### src/rtl/sdf_ifft_pkg.sv
// Shared types and helpers for the SDF IFFT stage scheduler.
// Stage numbering is 1-based: stage 1 has the longest delay line (NFFT/2).
package sdf_ifft_pkg;

    typedef enum logic [1:0] {
        IDLE  = 2'd0,
        LOAD  = 2'd1,
        FLUSH = 2'd2
    } state_e;

    // Delay-line depth of stage s.
    function automatic int stage_delay(input int nfft, input int s);
        return nfft >> s;
    endfunction

    // Count at which stage s sees its first sample of the frame.
    function automatic int stage_offset(input int nfft, input int s, input int pipe);
        return nfft - (32'sd2 * stage_delay(nfft, s)) + ((s - 32'sd1) * pipe);
    endfunction

    // Reverse the low l bits of x; bits at and above l are returned as zero.
    function automatic logic [31:0] bitrev(input logic [31:0] x, input int l);
        logic [31:0] r;
        r = 32'd0;
        for (int i = 32'sd0; i < 32'sd32; i++) begin
            if (i < l) begin
                r[i] = x[l - 32'sd1 - i];
            end else begin
                r[i] = 1'b0;
            end
        end
        return r;
    endfunction

endpackage

### src/rtl/sdf_ifft_stage_scheduler_slice.sv
// Per-stage control slice: turns the global sample count into this stage's
// butterfly select and twiddle ROM address.
module sdf_stage_ctrl_slice
    import sdf_ifft_pkg::*;
#(
    parameter int NFFT  = 128,
    parameter int PIPE  = 1,
    parameter int STAGE = 1,
    localparam int L    = $clog2(NFFT),
    localparam int CW   = $clog2(2 * NFFT + L * PIPE)
) (
    input  logic [CW-1:0] cnt,
    input  logic          busy,
    output logic          sel,
    output logic [L-2:0]  tw_addr
);

    localparam int OFF = stage_offset(NFFT, STAGE, PIPE);
    localparam logic signed [CW:0] OFF_V  = (CW + 1)'(OFF);
    localparam logic signed [CW:0] NFFT_V = (CW + 1)'(NFFT);

    logic signed [CW:0] loc_s;
    logic               act_s;
    logic               sel_s;
    logic [L-2:0]       tw_s;

    // Position of the current count inside this stage's frame; negative before it starts.
    assign loc_s = $signed({1'b0, cnt}) - OFF_V;
    assign act_s = busy & ~loc_s[CW] & (loc_s < NFFT_V);

    // Select is the stage's half-frame bit; twiddle index is loc mod D scaled to the full-size ROM.
    always_comb begin
        sel_s = act_s & loc_s[L - STAGE];
        tw_s  = {(L - 1){1'b0}};
        if (sel_s) begin
            for (int b = STAGE - 1; b < L - 1; b++) begin
                tw_s[b] = loc_s[b - STAGE + 1];
            end
        end else begin
            tw_s = {(L - 1){1'b0}};
        end
    end

    assign sel     = sel_s;
    assign tw_addr = tw_s;

endmodule

### src/rtl/sdf_ifft_stage_scheduler.sv
// Global sequencer for the radix-2 SDF IFFT pipeline: one sample counter
// drives every stage's control, input acceptance and the output window.
module sdf_ifft_stage_scheduler
    import sdf_ifft_pkg::*;
#(
    parameter int NFFT = 128,
    parameter int PIPE = 1,
    localparam int L   = $clog2(NFFT),
    localparam int TWW = L * (L - 1)
) (
    input  logic           clk,
    input  logic           rst,
    input  logic           start,
    input  logic           abort,
    output logic           in_ready,
    output logic [L-1:0]   sel,
    output logic [TWW-1:0] tw_addr,
    output logic           out_valid,
    output logic [L-1:0]   out_idx,
    output logic [L-1:0]   out_idx_rev,
    output logic           busy,
    output logic           done
);

    localparam int CW   = $clog2(2 * NFFT + L * PIPE);
    localparam int LAT  = NFFT - 1 + L * PIPE;
    localparam int LAST = LAT + NFFT - 1;

    state_e        state_r, state_s;
    logic [CW-1:0] cnt_r, cnt_s;
    logic          done_r, done_s;
    logic          busy_s;
    logic          out_valid_s;

    // State, counter and done pulse registers.
    always_ff @(posedge clk or negedge rst) begin
        if (!rst) begin
            state_r <= IDLE;
            cnt_r   <= {CW{1'b0}};
            done_r  <= 1'b0;
        end else begin
            state_r <= state_s;
            cnt_r   <= cnt_s;
            done_r  <= done_s;
        end
    end

    // Next-state and counter sequencing; abort overrides everything.
    always_comb begin
        state_s = state_r;
        cnt_s   = cnt_r;
        done_s  = 1'b0;
        case (state_r)
            IDLE: begin
                cnt_s = {CW{1'b0}};
                if (start) begin
                    state_s = LOAD;
                end else begin
                    state_s = IDLE;
                end
            end
            LOAD: begin
                cnt_s = cnt_r + CW'(1);
                if (cnt_r == CW'(NFFT - 1)) begin
                    state_s = FLUSH;
                end else begin
                    state_s = LOAD;
                end
            end
            FLUSH: begin
                if (cnt_r == CW'(LAST)) begin
                    state_s = IDLE;
                    cnt_s   = {CW{1'b0}};
                    done_s  = 1'b1;
                end else begin
                    state_s = FLUSH;
                    cnt_s   = cnt_r + CW'(1);
                end
            end
            default: begin
                state_s = IDLE;
                cnt_s   = {CW{1'b0}};
            end
        endcase
        if (abort) begin
            state_s = IDLE;
            cnt_s   = {CW{1'b0}};
            done_s  = 1'b0;
        end else begin
            done_s  = done_s;
        end
    end

    assign busy_s      = (state_r != IDLE);
    assign busy        = busy_s;
    assign in_ready    = (state_r == LOAD);
    assign done        = done_r;
    assign out_valid_s = busy_s & (cnt_r >= CW'(LAT)) & (cnt_r < CW'(LAT + NFFT));
    assign out_valid   = out_valid_s;
    assign out_idx     = out_valid_s ? L'(cnt_r - CW'(LAT)) : {L{1'b0}};
    assign out_idx_rev = L'(bitrev(32'(out_idx), L));

    for (genvar s = 1; s <= L; s++) begin : g_stage
        sdf_stage_ctrl_slice #(
            .NFFT (NFFT),
            .PIPE (PIPE),
            .STAGE(s)
        ) u_slice (
            .cnt    (cnt_r),
            .busy   (busy_s),
            .sel    (sel[s-1]),
            .tw_addr(tw_addr[s*(L-1)-1 -: L-1])
        );
    end

endmodule

### config.mk
export PLATFORM = sky130hd
export DESIGN_NAME = sdf_ifft_stage_scheduler
export DESIGN_NICKNAME = d
export VERILOG_FILES = /design/src/rtl/sdf_ifft_pkg.sv /design/src/rtl/sdf_ifft_stage_scheduler_slice.sv /design/src/rtl/sdf_ifft_stage_scheduler.sv
export SDC_FILE = /design/constraint.sdc
export NUM_CORES = 1
export LEC_CHECK = 0
export ABC_AREA = 1
export BUFFER_PORTS_ARGS = -buffer_cell sky130_fd_sc_hd__buf_2
export CAP_MARGIN = 20
export CORE_UTILIZATION = 46
export CTS_BUF_LIST = sky130_fd_sc_hd__clkbuf_8
export DETAILED_ROUTE_END_ITERATION = 8
export PLACE_DENSITY_LB_ADDON = 0.2
export SETUP_SLACK_MARGIN = 0.05
export SKIP_CTS_REPAIR_TIMING = 1
export SLEW_MARGIN = 5
export SYNTH_ARGS = -nofsm -noshare
export SYNTH_HDL_FRONTEND = slang
export SYNTH_SLANG_ARGS = --single-unit
### constraint.sdc
create_clock -name clk -period 2.7 [get_ports clk]
set_input_delay 0.54 -clock clk [delete_from_list [all_inputs] [get_ports clk]]
set_output_delay 0.54 -clock clk [all_outputs]
set_load 0.02 [all_outputs]
==> results.yml, run 1 <==
status:
  status: "finished clean"
yosys:
  yosysUniqueCellTypes: 25
  synth_edf_count: 0
  synth_area_leaders: "dfrtp_1 19%, buf_4 17%, nor2_1 14%"
  ys_ff_latch: 12
  syn_area_sq_mm: 0.001595
  yosysWarnings: 0
  yosysMostFrequentCell: "nor2_1"
  postSynthAreaPerCell_sq_um: 6.207
  synthCells: 257
  ys_async_sr_fraction: 1.000
  yosys-top-cells-count: "58 x nor2_1, 51 x nand2_1, 37 x buf_4, 27 x inv_1"
  synth_top_area_cell: "dfrtp_1"
  synth_top_cell_area_share: 0.1882
  ys.flop_type: "dfrtp_1"
  ys_seq_area_frac: 0.1882
clocking:
  cts_tree: "done"
  clockBufferDepth: 2
  cts_made_buffers: 3
  insertion_delay_ns: 0.24
  clk_pin_slew_ns: 0.05
  clock-root-buffer: "clkbuf_8"
  cts-htree-levels: 1
  numClockSinks: 12
route:
  post_drt_wl_per_cell_um: 11.18
  drcViolationCount: 0
  vias_per_cell: 4.564
  dr_total_vias: 1561
  postRouteAntennaNets: 0
  drt_first_pass_iters: 4
  routed_wl_mm: 3.825
  drt-initial-drc-count: 68
sta:
  min_period_ns: 2.516
  final.setup.tns_ns: 0
  rsz0062_at_grt: "yes"
  fin_worst_skew_ns: 0.004393
  finalMaxSlewViolations: 0
  period_share: 0.9317
  hold_viol_final: 0
  max_freq_mhz: 397.5
  setup_viol: 0
grt:
  grt_max_degree: 15
  track_usage: 0.2181
  grt_use_met2: 0.3768
  grt_pass1_wl_mm: 5.830
  met3_usage: 0.01279
  antenna_found_initial: 0
  busiest_layer: "met2"
  gr-usage-met1: 0.2881
  grt_pass1_vias: 1247
  grt_overflow: 0
final_layout:
  final_cell_area_sq_mm: 0.001784
  area_delta_synth_final_pct: 11.84
  ff_latch_area_sq_um: 302.8
  multi_input_area_sq_um: 964.7
  fin_nets: 314
  post_layout_nonfiller_instances: 342
  num_antenna_cells: 0
  fill_cells: 368
  drive_gt1_frac: 0.2500
  utilization: 0.5347
die:
  die_area_sq_mm: 0.003708
  die-height_um: 60.89
  die_w_um: 60.89
  coreArea_sq_mm: 0.003337
  io_pins: 71
  start_util: 0.4781
  rows: 21
pwr:
  power_density_mw_per_mm2: 229.4
  power.total_mw: 0.4093
  peakVddDrop_mv: 0.3450
  power.leakage_nw: 1.197
placement:
  dp_hpwl_mm: 3.003
  dpl_cell_area_sq_mm: 0.001697
  place.gp.congestion: 0.8788
  io_buffers: 49
  dp.cells: 334
critical_path:
  reg2reg_depth: 6
  crit_arrival_ns: 1.98
  end_kind: "primary output"
  critPathLaunchType: "flip-flop"
  slowest_delay_ns: 0.46
  crit_chain: "clkinvlp_4 > ha_1 > nor2_1 > nand2_1 > o21bai_1 > a21oi_1 > nand2_1 > nor2_1 > buf_2"
  path_class: "reg2out"
  critPathSlowestCell: "dfrtp_2"
  cp.required_ns: 2.16
  cp_max_fo: 7
flow_run:
  cap_viol_max_count: 0
min_path:
  hold_path.class: "in2async"
==> area by class of cell <==
class                           count  share of cell area
Timing Repair Buffer               56              0.1669
Sequential cell                    12              0.1697
Inverter                           31             0.06732
Clock buffer                        3             0.02314
Tap cell                           46             0.03226
Multi-Input combinational cell    194              0.5407
==> worst max-delay path: cells and delay by family, from the launching register on <==
kind	cells	cell delay (ns)
compound gates	2	0.26
flops	1	0.46
simple gates	4	0.34
fa+ha+maj	1	0.36
buf+inv	2	0.33
==> flip-flops by register name, summed over array words and instances, names as in the netlist <==
| signal | cells |
|---|---|
| state_r | 2 |
| done | 1 |
| cnt_r | 9 |
==> metrics by stage <==
step / setup slack (ns) / hold WS, ns
detailed placement: 0.2962 / 0.4361
finish: 0.1843 / 0.1743
CTS: 0.02873 / 0.1816
floorplan: 0.4586 / 0.2444
global placement: 0.2793 / 0.4347
global route: 0.007440 / 0.1924
==> where the power goes <==
group	switching (mW)	total [mW]	internal, mW	leakage, nW
sequential	0.00129	0.183	0.182	0.163
combinational	0.0539	0.0665	0.0126	1.01
clock	0.0616	0.160	0.0980	0.0216
==> per-layer routing <==
| layer | routed length, um | share of wire |
|---|---|---|
| met1 | 1722 | 0.45 |
| met2 | 1883 | 0.49 |
| met3 | 173 | 0.045 |
| met4 | 46 | 0.012 |
| met5 | 0 | 0 |
==> logic make-up (layout without fill, tap and decap cells) <==
logic type | after synthesis | in the layout | share of synthesized area
flip-flops | 12 | 12 | 0.1882
AND/OR/NAND/NOR | 133 | 133 | 0.3427
XOR/XNOR | 10 | 10 | 0.05491
buffers and inverters | 71 | 90 | 0.2557
adder cells (fa/ha/maj) | 12 | 12 | 0.09412
other | 1 | 21 | 0.002351
AO/OA/AOI/OAI | 18 | 18 | 0.06196
==> worst paths after layout <==
path / from / end / slack, ns
max: cnt_r[1]$_DFF_PN0_ / tw_addr[35] / 0.18
min: rst / done$_DFF_PN0_ / 0.17
min in group clk: abort / done$_DFF_PN0_ / 0.48
max reg2reg: cnt_r[4]$_DFF_PN0_ / cnt_r[8]$_DFF_PN0_ / 1.09
min reg2reg: cnt_r[0]$_DFF_PN0_ / cnt_r[0]$_DFF_PN0_ / 0.63
max in group asynchronous: rst / cnt_r[1]$_DFF_PN0_ / 2.28
==> cell usage in the layout, fill, tap and decap left out <==
| cell type | synthesis | layout |
|---|---|---|
| nor3_1 | 2 | 2 |
| buf_2 | 2 | 49 |
| nand2_2 | 2 | 2 |
| xor2_1 | 9 | 9 |
| nor2_1 | 58 | 57 |
| a21oi_1 | 8 | 8 |
| nand4_1 | 4 | 4 |
| a21oi_2 | 1 | 1 |
| conb_1 | 1 | 21 |
| ha_1 | 12 | 12 |
| nand3b_1 | 1 | 1 |
| nor3b_1 | 1 | 1 |
| clkinvlp_4 | 0 | 1 |
| dfrtp_2 | 0 | 2 |
| clkbuf_8 | 0 | 3 |
| nor2_2 | 2 | 3 |
| o211ai_1 | 1 | 1 |
| dfrtp_1 | 12 | 10 |
| buf_4 | 37 | 7 |
| nand2_1 | 51 | 51 |
| nand3_1 | 10 | 10 |
| o21ai_0 | 7 | 7 |
| inv_2 | 4 | 4 |
| or2_2 | 2 | 2 |
| xnor2_1 | 1 | 1 |
| o21bai_1 | 1 | 1 |
| inv_1 | 27 | 26 |
(Power assumes the default switching activity.)
==> run 2: changes to the inputs <==
- PLACE_DENSITY: unset -> 0.78
- PLACE_DENSITY_LB_ADDON: 0.2 -> unset
==> results.yml, run 2 (synthesis gave the netlist of run 1 again) <==
status:
  status: "finished clean"
clocking:
  numClockSinks: 12
  cts-htree-levels: 1
  insertion_delay_ns: 0.24
  clock-root-buffer: "clkbuf_8"
  cts_made_buffers: 3
  clockBufferDepth: 2
  clk_pin_slew_ns: 0.05
  cts_tree: "done"
die:
  die_w_um: 60.89
  die_area_sq_mm: 0.003708
  coreArea_sq_mm: 0.003337
  start_util: 0.4781
  rows: 21
  io_pins: 71
  die-height_um: 60.89
route:
  postRouteAntennaNets: 0
  dr_total_vias: 1617
  post_drt_wl_per_cell_um: 11.18
  drcViolationCount: 0
  drt_first_pass_iters: 4
  vias_per_cell: 4.756
  routed_wl_mm: 3.800
  drt-initial-drc-count: 90
final_layout:
  largest_register_ff_count: 9
  num_antenna_cells: 0
  mostFrequentLayoutCells: "57 x nor2_1, 51 x nand2_1, 49 x buf_2"
  mostFrequentLayoutCell: "nor2_1"
  top_register: "cnt_r"
  fin_nets: 312
  area_delta_synth_final_pct: 10.90
  drive_gt1_frac: 0.2449
pwr:
  power.total_mw: 0.4076
  power_density_mw_per_mm2: 230.4
  peakVddDrop_mv: 0.2708
  power.leakage_nw: 1.186
sta:
  hold_viol_final: 0
  hold_slack_ns: 0.1724
  max_freq_mhz: 386.2
  min_period_ns: 2.589
  period_share: 0.9590
  finalMaxSlewViolations: 0
  fin_worst_skew_ns: 0.006456
  setup_viol: 0
  rsz0062_at_grt: "yes"
  final.setup.worst_slack_ns: 0.1106
critical_path:
  path_class: "reg2out"
  crit_start: "cnt_r[1]$_DFF_PN0_"
  cp_max_fo: 7
  r2r_start: "cnt_r[4]$_DFF_PN0_"
  crit_arrival_ns: 2.05
  end_kind: "primary output"
  critPathLaunchType: "flip-flop"
  cp.required_ns: 2.16
grt:
  track_usage: 0.2045
  grt_max_degree: 13
  grt_overflow: 0
  grt_pass1_wl_mm: 5.637
  grt_pass1_vias: 1301
  antenna_found_initial: 0
placement:
  dp_slack_ns: 0.3028
  place.gp.congestion: 0.9467
  io_buffers: 49
  dp_hpwl_mm: 2.970
flow_run:
  cap_viol_max_count: 0
min_path:
  hold_path.class: "in2async"
run 2: changes by cell type in the layout (fill, tap and decap cells not counted), sizes merged:
cell	change
buf	-2
run 2: path summary, 6_finish.rpt:
path / endpoint / slack (ns) / cells past startpoint
worst max-delay path: tw_addr[35] / 0.11 / 9
worst min-delay path: cnt_r[8]$_DFF_PN0_ / 0.17 / 1
worst max register to register: state_r[0]$_DFF_PN0_ / 1.09 / 7
worst min register to register: cnt_r[7]$_DFF_PN0_ / 0.61 / 2
max in group asynchronous: cnt_r[1]$_DFF_PN0_ / 2.29 / 1
min in group clk: done$_DFF_PN0_ / 0.50 / 2
run 2: worst max-delay path: stages, from the launching register on:
cell	delay, ns
dfrtp_2	0.47
clkinvlp_4	0.18
ha_1	0.37
nor2_1	0.12
nand2_1	0.07
o21bai_1	0.15
a21oi_1	0.13
nand2_1	0.08
nor2_1	0.08
buf_2	0.16
run 2: metal layers:
metal | track usage | routed length (um) | up-vias
li1 | - | - | 806
met4 | 0.09416 | 41 | 0
met2 | 0.3407 | 1901 | 71
met1 | 0.2719 | 1645 | 735
met3 | 0.01279 | 211 | 5
met5 | 0 | 0 | -
run 2: report_power, final:
group | total, mW | internal, mW | leakage [nW] | switching (mW)
logic | 0.0663 | 0.0126 | 1.00 | 0.0537
clock network | 0.158 | 0.0978 | 0.0216 | 0.0603
registers | 0.183 | 0.182 | 0.163 | 0.00129
run 2: final cells by class:
type	count	area [sq um]
Clock buffer	3	41.29
Inverter	31	120.1
Fill cell	350	1568
Tap cell	46	57.56
Sequential cell	12	302.8
Timing Repair Buffer	54	282.8
Multi-Input combinational cell	194	964.7
run 2: through the flow:
stage	instances	utilization	cell area (sq um)	TNS, ns
final	340	0.5302	1769	0
after global routing	340	0.5302	1769	-0.005121
after CTS	337	0.5208	1738	0
after detailed placement	334	0.5084	1697	0
after global placement	334	0.5084	1697	0
after floorplan	277	-	1670	0
